--- src/rtl/ram_port_arbiter.sv ---
// rtl/ram_port_arbiter.sv - two-requester round-robin arbiter and sequencer for a single-port RAM
module ram_port_arbiter #(
    parameter int DATA_WIDTH = 8,
    parameter int ADDR_WIDTH = 6,
    parameter int RD_LATENCY = 1
) (
    input  logic                  clk,
    input  logic                  reset,
    input  logic                  a_req,
    input  logic                  a_wr,
    input  logic [ADDR_WIDTH-1:0] a_addr,
    input  logic [DATA_WIDTH-1:0] a_wdata,
    output logic                  a_gnt,
    output logic                  a_rvalid,
    output logic [DATA_WIDTH-1:0] a_rdata,
    input  logic                  b_req,
    input  logic                  b_wr,
    input  logic [ADDR_WIDTH-1:0] b_addr,
    input  logic [DATA_WIDTH-1:0] b_wdata,
    output logic                  b_gnt,
    output logic                  b_rvalid,
    output logic [DATA_WIDTH-1:0] b_rdata,
    output logic                  ram_write_enb,
    output logic                  ram_read_enb,
    output logic [ADDR_WIDTH-1:0] ram_address,
    output logic [DATA_WIDTH-1:0] ram_data_in,
    input  logic [DATA_WIDTH-1:0] ram_data_out,
    output logic                  busy
);

    typedef enum logic [1:0] {IDLE, ISSUE, WAIT, RESP} state_t;

    // Final WAIT count; WAIT is skipped entirely when RD_LATENCY is 1.
    localparam logic [1:0] CNT_LAST = 2'((RD_LATENCY > 1) ? (RD_LATENCY - 2) : 0);

    state_t                state, state_nxt;
    logic                  last_b, last_b_nxt;   // 1: last grant went to B
    logic                  win_b, win_b_nxt;     // 1: current transaction belongs to B
    logic [1:0]            cnt, cnt_nxt;
    logic                  pick_b, go_resp;
    logic                  a_gnt_nxt, b_gnt_nxt, a_rvalid_nxt, b_rvalid_nxt;
    logic                  we_nxt, re_nxt, busy_nxt;
    logic [ADDR_WIDTH-1:0] addr_nxt;
    logic [DATA_WIDTH-1:0] din_nxt, a_rdata_nxt, b_rdata_nxt;

    // Next state and next values of every registered output.
    always_comb begin
        state_nxt    = state;
        last_b_nxt   = last_b;
        win_b_nxt    = win_b;
        cnt_nxt      = cnt;
        addr_nxt     = ram_address;
        din_nxt      = ram_data_in;
        a_rdata_nxt  = a_rdata;
        b_rdata_nxt  = b_rdata;
        a_gnt_nxt    = 1'b0;
        b_gnt_nxt    = 1'b0;
        a_rvalid_nxt = 1'b0;
        b_rvalid_nxt = 1'b0;
        we_nxt       = 1'b0;
        re_nxt       = 1'b0;
        pick_b       = 1'b0;
        go_resp      = 1'b0;
        case (state)
            IDLE: begin
                if (a_req || b_req) begin
                    pick_b     = b_req && (!a_req || !last_b);
                    win_b_nxt  = pick_b;
                    last_b_nxt = pick_b;
                    addr_nxt   = pick_b ? b_addr : a_addr;
                    din_nxt    = pick_b ? b_wdata : a_wdata;
                    we_nxt     = pick_b ? b_wr : a_wr;
                    re_nxt     = pick_b ? !b_wr : !a_wr;
                    a_gnt_nxt  = !pick_b;
                    b_gnt_nxt  = pick_b;
                    state_nxt  = ISSUE;
                end
            end
            ISSUE: begin
                if (ram_write_enb) begin
                    state_nxt = IDLE;
                end else if (RD_LATENCY == 1) begin
                    go_resp = 1'b1;
                end else begin
                    state_nxt = WAIT;
                    cnt_nxt   = 2'd0;
                end
            end
            WAIT: begin
                if (cnt == CNT_LAST) begin
                    go_resp = 1'b1;
                end else begin
                    cnt_nxt = cnt + 2'd1;
                end
            end
            RESP: begin
                state_nxt = IDLE;
            end
            default: begin
                state_nxt = IDLE;
            end
        endcase
        if (go_resp) begin
            state_nxt = RESP;
            if (win_b) begin
                b_rdata_nxt  = ram_data_out;
                b_rvalid_nxt = 1'b1;
            end else begin
                a_rdata_nxt  = ram_data_out;
                a_rvalid_nxt = 1'b1;
            end
        end
        busy_nxt = (state_nxt != IDLE);
    end

    // State, arbitration history and all outputs are registered here.
    always_ff @(posedge clk or posedge reset) begin
        if (reset) begin
            state         <= IDLE;
            last_b        <= 1'b1;
            win_b         <= 1'b0;
            cnt           <= 2'd0;
            a_gnt         <= 1'b0;
            b_gnt         <= 1'b0;
            a_rvalid      <= 1'b0;
            b_rvalid      <= 1'b0;
            a_rdata       <= '0;
            b_rdata       <= '0;
            ram_write_enb <= 1'b0;
            ram_read_enb  <= 1'b0;
            ram_address   <= '0;
            ram_data_in   <= '0;
            busy          <= 1'b0;
        end else begin
            state         <= state_nxt;
            last_b        <= last_b_nxt;
            win_b         <= win_b_nxt;
            cnt           <= cnt_nxt;
            a_gnt         <= a_gnt_nxt;
            b_gnt         <= b_gnt_nxt;
            a_rvalid      <= a_rvalid_nxt;
            b_rvalid      <= b_rvalid_nxt;
            a_rdata       <= a_rdata_nxt;
            b_rdata       <= b_rdata_nxt;
            ram_write_enb <= we_nxt;
            ram_read_enb  <= re_nxt;
            ram_address   <= addr_nxt;
            ram_data_in   <= din_nxt;
            busy          <= busy_nxt;
        end
    end

endmodule

--- config.mk ---
export PLATFORM = sky130hd
export DESIGN_NAME = ram_port_arbiter
export DESIGN_NICKNAME = d
export VERILOG_FILES = /design/src/rtl/ram_port_arbiter.sv
export SDC_FILE = /design/constraint.sdc
export NUM_CORES = 1
export LEC_CHECK = 0
export CORE_MARGIN = 1.5
export CORE_UTILIZATION = 40
export CTS_BUF_LIST = sky130_fd_sc_hd__clkbuf_2
export CTS_CLUSTER_DIAMETER = 40
export DETAILED_ROUTE_END_ITERATION = 8
export DONT_BUFFER_PORTS = 1
export HOLD_SLACK_MARGIN = 0.1
export MAX_ROUTING_LAYER = met4
export SLEW_MARGIN = 25
export SYNTH_ARGS = -nofsm -noshare
export SYNTH_HDL_FRONTEND = slang
export SYNTH_SLANG_ARGS = --single-unit
--- constraint.sdc ---
create_clock -name clk -period 2.08 [get_ports clk]
set_input_delay 0.104 -clock clk [delete_from_list [all_inputs] [get_ports clk]]
set_output_delay 0.104 -clock clk [all_outputs]
set_load 0.01 [all_outputs]
== Word-level counts from Yosys, hierarchy flattened ==
Cells that the tools add are included.

* Logic and storage cells: 59
* Bits in registers: 43
* Input port bits: 42
* Output and inout bits: 37

* Reductions and logical operators: 15
* Bitwise operators: 2
* Eq/ne operators: 3
* $add $sub $neg: 1
* Multiplexer cells: 23

{| class="wikitable"
|+ Operator list
! operator !! count
|-
| $mux 1 || 16
|-
| $mux 8 || 1
|-
| $reduce_and 2->1 || 4
|-
| $mux 2 || 3
|-
| $mux 6 || 1
|-
| $pmux 2 s3 || 1
|-
| $logic_not 1->1 || 5
|-
| $eq 2x2->1 const B || 2
|-
| $logic_not 2->1 || 2
|-
| $add 2x1->2 const B || 1
|-
| $eq 2x1->1 const B || 1
|-
| $logic_or 1x1->1 || 2
|-
| $not 1->1 || 2
|-
| $pmux 1 s2 || 1
|-
| $reduce_bool 2->1 || 1
|-
| $logic_and 1x1->1 || 1
|}

== Longest topological paths before layout ==
Gate-level depths: netlist of run 1.

* Depth after elaboration: 6
* Depth in mapped cells: 8
* Gate-level depth less buffers: 5

== Worst setup path after synthesis of run 1 ==
No wires, ideal clock.

* Path type: register to register
* From: reg state[0]
* To: reg a_rdata[0]
* Setup slack: 0.547 ns
* Data arrival time: 1.408 ns
* Period minus slack after synthesis: 1.533 ns
* Stages on the path, launching flop included: 6
* Buffers on the path: 0
* Required time: 1.955 ns
* Setup time: 0.125 ns
* Path through: dfrtp_1 > inv_1 > ha_1 > nand2_1 > a21oi_4 > mux2_2

* Cells in the longest elaborated chain, start to end: 3
* Elaborated cells on any way between the ends: 4
* Classes of those cells: 2 x eq/ne; 1 x mux; 1 x reduce/logical

{| class="wikitable"
|+ Ends and longest elaborated chain
! item !! line !! text
|-
| start: declaration || 36 || <nowiki>state_t state, state_nxt;</nowiki>
|-
| start signal: assignment || 135 || <nowiki>state <= state_nxt;</nowiki>
|-
| $eq 2x2->1 or $eq 2x1->1 (tied branches) || 64 || <nowiki>case (state)</nowiki>
|-
| $pmux 1 s2 (*) || 64 ||
|-
| $reduce_and 2->1 (no source line) (*) || n/a ||
|-
| end signal: assignment || 143 || <nowiki>a_rdata <= a_rdata_nxt;</nowiki>
|-
| end: declaration || 15 || <nowiki>output logic [DATA_WIDTH-1:0] a_rdata,</nowiki>
|}

Every way passes the cells marked *; elsewhere a longest branch is shown, timed or not.
A chain may end at the register's enable or synchronous reset.

== Worst setup path after layout of run 1 ==
* From: reg last_b
* To: reg ram_read_enb

* Cells in the longest elaborated chain, start to end: 6

{| class="wikitable"
|+ Ends and longest elaborated chain
! item !! line !! text
|-
| start: declaration || 37 || <nowiki>logic last_b, last_b_nxt;</nowiki>
|-
| start signal: assignment || 136 || <nowiki>last_b <= last_b_nxt;</nowiki>
|-
| $logic_not 1->1 || 67 || <nowiki>pick_b = b_req && (!a_req || !last_b);</nowiki>
|-
| $logic_or 1x1->1 || 67 ||
|-
| $logic_and 1x1->1 || 67 ||
|-
| $mux 1 || 73 || <nowiki>re_nxt = pick_b ? !b_wr : !a_wr;</nowiki>
|-
| $mux 1 || 66 || <nowiki>if (a_req || b_req) begin</nowiki>
|-
| $mux 1 || 64 ||
|-
| via re_nxt || 42 || <nowiki>logic we_nxt, re_nxt, busy_nxt;</nowiki>
|-
| end signal: assignment || 146 || <nowiki>ram_read_enb <= re_nxt;</nowiki>
|-
| end: declaration || 24 || <nowiki>output logic ram_read_enb,</nowiki>
|}

The timed path passes the listed nets, and every way through them passes these cells.

==> impl_metrics.ini, run 1 <==
[grt]
globalRoute.busiestLayer = met2
grt_pass1_wl_mm = 7.12
use_met3_pct = 5.20
grtUsageTotal_pct = 18.8
grt_pass1_vias = 1472
antenna_found_initial = 0
grt_max_degree = 19
met2_usage_pct = 33.6
grt.overflow.total = 0
grt_util_met1_pct = 20.0

[yosys]
synth_cell_types = 29
yosysTopAreaCell = dfrtp_1
synthTopCellsByArea = dfrtp_1, mux2_2, a21oi_1
yosys_register_bits = 43
syn_nets = 208
syn_area_um2 = 1860
synthesis.instances = 161
yosys_warnings = 0
syn_area_per_cell_um2 = 11.6
synth_top_area_share_pct = 56.5
ys_seq_area_share_pct = 57.9

[cts]
clock_path_buffers = 2
cts_resized = 0
cts_tree = done
clk_latency_ns = 0.41
cts.clk_slew.worst_paths_ns = 0.21
htree_levels = 2
cts_root_buffer = clkbuf_2
cts_buffers = 5
cts.sinks = 43

[drt]
wirelength_mm = 4.39
via_per_inst = 5.33
drt-initial-drc-count = 53
ant_nets = 0
vias = 1390
wire_per_inst_um = 16.8
drc = 0
dr.pass1.iters = 4

[flow_run]
maxCapViolCount = 0

[sta]
finalSetupViolations = 0
finalCriticalPeriod_ns = 1.85
slew_viol_final = 0
max_freq_mhz = 542
rsz0062_at_grt = false
tns_ns = 0
relSlewSlack_pct = 51.1
worst_pin_slew_ns = 0.734
fin_crit_sh_pct = 88.7
fin_skew_ns = 0.00985
final-hold-violation-count = 0

[layout]
drive_gt1_share_pct = 16.7
diodes = 0
final_util_pct = 54.3
fillCellCount = 372
area_growth_pct = 28.8
final_nets = 255

[worst_setup_path]
cp-end-kind = register
crit_type = reg2reg
cp.arrival_ns = 2.21
critPathMaxFanout = 17
start_kind = register
required_ns = 2.45

[placement]
portBuffers = 0
dpl.hpwl_mm = 2.70
globalplace.congestion = 0.731

[hold_path]
hp-class = in2async

[die]
io_pins = 79
die_w_um = 71.2
die-area_um2 = 5070
rows = 24
core_area_um2 = 4410
fp.dieH_um = 71.2
start_util_pct = 42.2

[power]
p_leak_nw = 1.06
power.density_nw_per_um2 = 1380
ir_worst_vdd_mv = 0.530

[outcome]
status = completed
==> final timing paths <==
check | from | end | slack (ns) | cells past startpoint
hold reg to reg | cnt[1]$_DFFE_PP0P_ | cnt[1]$_DFFE_PP0P_ | 0.53 | 1
setup reg to reg | last_b$_DFFE_PP1P_ | ram_read_enb$_DFF_PP0_ | 0.23 | 4
setup / recovery | last_b$_DFFE_PP1P_ | ram_read_enb$_DFF_PP0_ | 0.23 | 4
hold / removal | reset | state[1]$_DFF_PP0_ | 0.15 | 3
min in group clk | a_req | ram_data_in[6]$_DFFE_PP0P_ | 0.15 | 3
max in group asynchronous | reset | ram_address[5]$_DFFE_PP0P_ | 1.05 | 3
==> worst max-delay path: stages (launching register included) <==
cell and delay [ns]:
dfstp_2 0.44, a21boi_4 0.41, mux2i_1 0.25, dlygate4sd3_1 0.58
and2_1 0.12
==> timing repair <==
action	CTS	global route
endpoints found under the setup margin	0	0
hold endpoints to repair	80	0
hold buffers	43	0
setup buffers	0	0
==> final cells by class <==
type | instances | area (um^2) | area share, %
clock inverters | 3 | 38.8 | 1.62
well taps | 52 | 65.1 | 2.71
inverters | 6 | 22.5 | 0.939
flip-flops and latches | 43 | 1080 | 44.9
repair buffers | 46 | 453 | 18.9
multi-input cells | 106 | 716 | 29.9
clock buffers | 5 | 25.0 | 1.04
==> power breakdown <==
| part | internal (mW) | total (mW) | switching, mW | leakage, nW |
|---|---|---|---|---|
| combinational | 0.574 | 1.18 | 0.607 | 0.508 |
| clock | 0.198 | 0.474 | 0.277 | 0.0404 |
| sequential | 1.23 | 1.66 | 0.434 | 0.512 |
==> layout by cell type (no fill, tap or decap), types with 3 or more instances in the layout <==
| cell type | synthesis | routed |
|---|---|---|
| a21oi_1 | 30 | 30 |
| buf_4 | 4 | 3 |
| clkbuf_2 | 1 | 5 |
| dfrtp_1 | 42 | 42 |
| dlygate4sd3_1 | 0 | 43 |
| ha_1 | 5 | 5 |
| inv_1 | 6 | 5 |
| mux2_2 | 17 | 17 |
| nand2_1 | 17 | 17 |
| nor2_1 | 16 | 16 |
==> metrics by stage <==
| stage | cell area, um^2 | hold slack [ns] | total power [mW] | worst slack (ns) | instances |
|---|---|---|---|---|---|
| final | 2400 | 0.146 | 3.32 | 0.235 | 261 |
| after global routing | 2400 | 0.123 | 3.55 | 0.153 | 261 |
| after CTS | 2400 | 0.120 | 3.32 | 0.252 | 261 |
| after detailed placement | 1900 | -0.0310 | 2.77 | 0.351 | 210 |
| after global placement | 1900 | -0.0415 | 2.68 | 0.449 | 210 |
| after floorplan | 1860 | 0.174 | 2.53 | 0.547 | 161 |
==> routing by layer <==
metal  up-vias  routed length (um)  part of all wire (%)
li1        634                   -                     -
met4         0                  63                   1.4
met2        80                2350                    54
met3         8                 331                   7.5
met5         -                   0                     0
met1       668                1650                    37
==> synthesized netlist by cell type <==
library cell  count
clkbuf_2          1
inv_1             6
a21bo_2           2
and2_1            2
nand2b_1          1
nand2b_4          1
dfrtp_1          42
buf_6             1
mux2_2           17
a21o_1            1
ha_1              5
mux2i_1           1
xnor2_1           1
a21boi_4          1
nand2_1          17
dfstp_2           1
and2b_1           1
a21oi_4           2
a31oi_1           1
nor2b_1           1
o21ai_0           1
nor3_1            1
a21oi_1          30
o21a_1            1
buf_4             4
o21ai_2           1
o22ai_1           1
nor2_1           16
nand3_1           1
==> state kept, by name, summed over array words and instances, names as in the netlist <==
| register | count |
|---|---|
| a_gnt | 1 |
| a_rdata | 8 |
| a_rvalid | 1 |
| b_gnt | 1 |
| b_rdata | 8 |
| b_rvalid | 1 |
| busy | 1 |
| cnt | 2 |
| last_b | 1 |
| ram_address | 6 |
| ram_data_in | 8 |
| ram_read_enb | 1 |
| ram_write_enb | 1 |
| state | 2 |
| win_b | 1 |
==> kinds of logic after synthesis <==
logic type | count (synthesis) | share of synthesized area [%]
multiplexers | 18 | 10.8
adder cells (fa/ha/maj) | 5 | 3.36
flip-flops | 43 | 57.9
XOR/XNOR | 1 | 0.471
buffers and inverters | 12 | 3.70
AO/OA/AOI/OAI | 41 | 14.1
AND/OR/NAND/NOR | 41 | 9.68
No activity file was read; power rests on OpenSTA's default activity.
==> run 2: changes to the inputs <==
--- a/config.mk
+++ b/config.mk
@@ -5,12 +5,14 @@
 export SDC_FILE = /design/constraint.sdc
 export NUM_CORES = 1
 export LEC_CHECK = 0
+export CAP_MARGIN = 0
 export CORE_MARGIN = 1.5
 export CORE_UTILIZATION = 40
 export CTS_BUF_LIST = sky130_fd_sc_hd__clkbuf_2
 export CTS_CLUSTER_DIAMETER = 40
 export DETAILED_ROUTE_END_ITERATION = 8
 export DONT_BUFFER_PORTS = 1
+export GPL_TIMING_DRIVEN = 0
 export HOLD_SLACK_MARGIN = 0.1
 export MAX_ROUTING_LAYER = met4
 export SLEW_MARGIN = 25
==> constraint.sdc (replaced) <==
create_clock -name clk -period 2.08 [get_ports clk]
set_input_delay 0.104 -clock clk [delete_from_list [all_inputs] [get_ports clk]]
set_output_delay 0.104 -clock clk [all_outputs]
set_load 0.02 [all_outputs]
==> run 2 against run 1 <==
Register-to-register slack got worse by 0.11 ns. Global-route usage up 0.53 points. Worst setup slack got worse by 0.11 ns. Cell area increased by 5.3%. Count of clock-buffer cells in the layout is the same. Clock power is 27% higher. Fmax down 5.6%. Wire length grew 3.1%. Sequential cell count unchanged. Total power up 15%. Via count is 4.4% higher. Critical endpoint is now ram_address[5]$_DFFE_PP0P_.
==> impl_metrics.ini, run 2 (same netlist as run 1, synthesis figures left out) <==
[outcome]
status = completed

[cts]
cts.clk_slew.worst_paths_ns = 0.22
cts_root_buffer = clkbuf_2
cts_resized = 0
cts.sinks = 43
clock_path_buffers = 2
htree_levels = 2
cts_tree = done
cts_buffers = 5
clk_latency_ns = 0.40

[layout]
drive_gt1_share_pct = 19.6
instances_no_fill = 271
fillCellCount = 356
diodes = 0
final_cell_mix = dlygate4sd3_1, dfrtp_1, a21oi_1, nand2_1, mux2_2
area_growth_pct = 35.6
mostFrequentLayoutCell = dlygate4sd3_1
reg_top3 = a_rdata (8), b_rdata (8), ram_data_in (8)
final_nets = 265

[drt]
via_per_inst = 5.35
wl_met1_mm = 1.66
drt-initial-drc-count = 30
top_layer = met4
dr.pass1.iters = 4
wirelength_mm = 4.53
wire_per_inst_um = 16.7
drc = 0
vias = 1451
ant_nets = 0
route.met2.wl_mm = 2.46
wl_met3_um = 261

[sta]
setup_slack_ns = 0.126
relSlewSlack_pct = 58.2
max_freq_mhz = 512
finalSetupViolations = 0
slew_viol_final = 0
hold_ws_ns = 0.134
final-hold-violation-count = 0
finalCriticalPeriod_ns = 1.95
fin_skew_ns = 0.00800
fin_crit_sh_pct = 93.9
worst_pin_slew_ns = 0.625

[power]
swShare_pct = 42.1
power.density_nw_per_um2 = 1510
pwr-share-comb_pct = 34.0
ir_worst_vdd_mv = 0.726
p_seq_share_pct = 50.2
p_switching_mw = 1.60
clockPowerShare_pct = 15.8
p_int_mw = 2.20
p_leak_nw = 1.12

[worst_setup_path]
start_kind = register
crit_path_max_incr_delay_ns = 0.55
cp-end-kind = register
path_buf_inv = 4
cp_cell_sequence = inv_1 > ha_1 > clkbuf_2 > o21a_1 > buf_4 > nor2_1 > a21oi_1 > dlygate4sd3_1
cp_slowest_cell = dlygate4sd3_1
cp.arrival_ns = 2.32
required_ns = 2.44
critPathMaxFanout = 8
crit_type = reg2reg
cp_top_family = buffers and inverters

[grt]
grt_pass1_vias = 1611
grt_max_degree = 30
grt.overflow.total = 0
grtUsageTotal_pct = 19.3
grt_pass1_wl_mm = 7.33
antenna_found_initial = 0

[die]
fp.dieH_um = 71.2
core_area_um2 = 4410
io_pins = 79
rows = 24
die_w_um = 71.2
start_util_pct = 42.2
die-area_um2 = 5070

[placement]
pre_cts_slack_ns = 0.327
globalplace.congestion = 0.720
portBuffers = 0
place_inst = 214
dpl.hpwl_mm = 2.85

[hold_path]
hp-class = in2reg

[flow_run]
maxCapViolCount = 0
## run 2: stage by stage
step / TNS (ns) / power, mW / cell area (um^2) / utilization (%)
floorplan: 0 / 2.79 / 1860 / -
global placement: 0 / 2.99 / 1930 / 43.7
detailed placement: 0 / 3.09 / 1950 / 44.1
CTS: 0 / 3.79 / 2510 / 56.9
global route: -0.00189 / 4.05 / 2520 / 57.2
finish: 0 / 3.80 / 2520 / 57.2
## run 2: area by class of cell
type	instances	area (um^2)	area share, %
well taps	52	65.1	2.58
flip-flops and latches	43	1080	42.7
clock inverters	3	67.6	2.68
repair buffers	50	505	20.0
plain buffers	6	46.3	1.83
inverters	6	22.5	0.892
multi-input cells	106	716	28.3
clock buffers	5	25.0	0.991
## run 2: tightest hold or removal path, stage by stage
cell,delay [ns]
o21a_1,0.10
buf_4,0.16
nor2_1,0.05
a21oi_1,0.11
## run 2: routing by layer
| layer | vias to the layer above | global-route usage (%) |
|---|---|---|
| li1 | 654 | - |
| met4 | 0 | 10.1 |
| met5 | - | - |
| met3 | 16 | 4.22 |
| met1 | 716 | 19.2 |
| met2 | 65 | 35.1 |
## run 2: final timing paths
check | from | endpoint | slack (ns) | depth (start not counted)
hold reg to reg | cnt[1]$_DFFE_PP0P_ | cnt[1]$_DFFE_PP0P_ | 0.54 | 1
max in group asynchronous | reset | ram_data_in[7]$_DFFE_PP0P_ | 0.90 | 3
hold / removal | a_req | ram_data_in[0]$_DFFE_PP0P_ | 0.13 | 4
setup reg to reg | state[0]$_DFF_PP0_ | ram_address[5]$_DFFE_PP0P_ | 0.13 | 8
min in group asynchronous | reset | cnt[1]$_DFFE_PP0P_ | 0.14 | 3
setup / recovery | state[0]$_DFF_PP0_ | ram_address[5]$_DFFE_PP0P_ | 0.13 | 8
## run 2: what timing repair did
item / in CTS / in global routing
buffers inserted: 0 / 2
hold buffers: 47 / 0
endpoints found under the setup margin: 0 / 1
endpoints found under the hold margin: 79 / 0
## run 2: power by group through the flow
stage                     registers [mW]  logic (mW)  clock network, mW
after floorplan                     1.86       0.933                  0
after global routing                1.96        1.44              0.641
after detailed placement            1.94        1.15                  0
final                               1.91        1.29              0.600
after global placement              1.93        1.06                  0
after CTS                           1.92        1.26              0.610
==> run 3: changes to the inputs <==
==> constraint.sdc (replaced) <==
create_clock -name clk -period 2.15 [get_ports clk]
set_input_delay 0.1075 -clock clk [delete_from_list [all_inputs] [get_ports clk]]
set_output_delay 0.1075 -clock clk [all_outputs]
set_load 0.02 [all_outputs]
==> run 3 against run 2 <==
Global-route usage unchanged. Highest routed layer unchanged. First-iteration DRC count unchanged. Cell area down 0.59%. Sequential cell count unchanged. Count of clock-buffer cells in the layout unchanged. Sequential share of layout area up 0.26 points. Largest cell class unchanged.
==> impl_metrics.ini, run 3 (same netlist as run 1, synthesis figures left out) <==
[outcome]
status = completed

[power]
p_int_mw = 2.11
clockPowerShare_pct = 15.9
power.density_nw_per_um2 = 1460
p_switching_mw = 1.54
pwr-share-comb_pct = 33.4
ir_worst_vdd_mv = 0.702
p_seq_share_pct = 50.7
swShare_pct = 42.2
p_leak_nw = 1.11

[worst_setup_path]
crit_type = reg2reg
cp-end-kind = register
crit_path_max_incr_delay_ns = 0.55
cp_cell_sequence = inv_1 > ha_1 > clkbuf_2 > o21a_1 > buf_4 > nor2_1 > a21oi_1 > dlygate4sd3_1
critPathMaxFanout = 8
start_kind = register
cp.arrival_ns = 2.32
required_ns = 2.47
cp_slowest_cell = dlygate4sd3_1
r2r_cells = 8

[die]
io_pins = 79
fp.dieH_um = 71.2
die_w_um = 71.2
start_util_pct = 42.2
die-area_um2 = 5070
core_area_um2 = 4410
rows = 24

[cts]
cts.sinks = 43
cts_root_buffer = clkbuf_2
clk_latency_ns = 0.40
cts.clk_slew.worst_paths_ns = 0.22
htree_levels = 2
cts_setup_buffers = 0
cts_buffers = 5
cts_resized = 0
ctsHoldBuffers = 47
clock_path_buffers = 2
cts_tree = done

[sta]
relSlewSlack_pct = 58.2
tns_ns = 0
worst_pin_slew_ns = 0.625
max_freq_mhz = 501
fin_skew_ns = 0.00558
rsz0062_at_grt = false
slew_viol_final = 0
finalCriticalPeriod_ns = 2.00
setup_slack_ns = 0.153
final-hold-violation-count = 0
finalSetupViolations = 0
hold_ws_ns = 0.138
fin_crit_sh_pct = 92.9

[layout]
final_nets = 263
design_area_um2 = 2510
area_growth_pct = 34.8
mostFrequentLayoutCell = dlygate4sd3_1
diodes = 0
instances_no_fill = 269
drive_gt1_share_pct = 18.9
final_cell_mix = dlygate4sd3_1, dfrtp_1, a21oi_1, nand2_1, mux2_2
reg_top3 = a_rdata (8), b_rdata (8), ram_data_in (8)

[drt]
via_per_inst = 5.38
dr.pass1.iters = 4
ant_nets = 0
drt-initial-drc-count = 30
drc = 0
wire_per_inst_um = 16.8
wirelength_mm = 4.53
vias = 1447

[grt]
grt_max_degree = 30
grt_pass1_wl_mm = 7.33
antenna_found_initial = 0
grtUsageTotal_pct = 19.3
grt_pass1_vias = 1611
grt.overflow.total = 0

[placement]
portBuffers = 0
pre_cts_slack_ns = 0.397
globalplace.congestion = 0.720
place_inst = 214
place_area_um2 = 1950
dpl.hpwl_mm = 2.85

[flow_run]
maxCapViolCount = 0

[hold_path]
hp-class = in2async
==> run 3: cell types whose count changed in the layout (fill, tap and decap cells not counted), sizes merged <==
cell,change
buf,-2
==> run 3: worst paths after layout <==
path	start	end	slack (ns)
min in group clk	a_req	ram_data_in[0]$_DFFE_PP0P_	0.14
max in group asynchronous	reset	ram_data_in[7]$_DFFE_PP0P_	0.96
setup / recovery	state[0]$_DFF_PP0_	ram_address[5]$_DFFE_PP0P_	0.15
hold / removal	reset	cnt[1]$_DFFE_PP0P_	0.14
hold reg to reg	cnt[1]$_DFFE_PP0P_	cnt[1]$_DFFE_PP0P_	0.54
setup reg to reg	state[0]$_DFF_PP0_	ram_address[5]$_DFFE_PP0P_	0.15
==> run 3: area by class of cell <==
type                    instances  area, um^2
clock inverters                 3        67.6
multi-input cells             106         716
plain buffers                   6        46.3
repair buffers                 48         490
clock buffers                   5        25.0
inverters                       6        22.5
well taps                      52        65.1
flip-flops and latches         43        1080
fillers                       351        1900
==> run 3: critical path: cells and delay by family (launching register included) <==
kind                       cells  cell delay [ns]
buffers and inverters          4             0.97
DFF                            1             0.45
adders and majority gates      1             0.21
AOI/OAI and AO/OA              2             0.18
and+or+nand+nor                1             0.11
==> run 3: stage by stage <==
| step | utilization (%) | power (mW) |
|---|---|---|
| after floorplan | - | 2.70 |
| after global placement | 43.7 | 2.89 |
| after detailed placement | 44.1 | 2.99 |
| after CTS | 56.9 | 3.67 |
| after global routing | 56.9 | 3.89 |
| final | 56.9 | 3.65 |
==> run 3: power groups by stage <==
stage / clock network [mW] / registers [mW] / logic [mW]
2_1_floorplan: 0 / 1.80 / 0.903
3_3_place_gp: 0 / 1.86 / 1.03
3_5_place_dp: 0 / 1.87 / 1.11
4_1_cts: 0.590 / 1.86 / 1.22
5_1_grt: 0.620 / 1.90 / 1.36
6_report: 0.582 / 1.85 / 1.22
==> run 3: per-layer routing <==
layer / up-vias / wire length (um) / GRT usage (%)
met5: - / 0 / -
met4: 0 / 150 / 10.1
met3: 16 / 264 / 4.22
met2: 67 / 2460 / 35.1
met1: 713 / 1650 / 19.2
li1: 651 / - / -
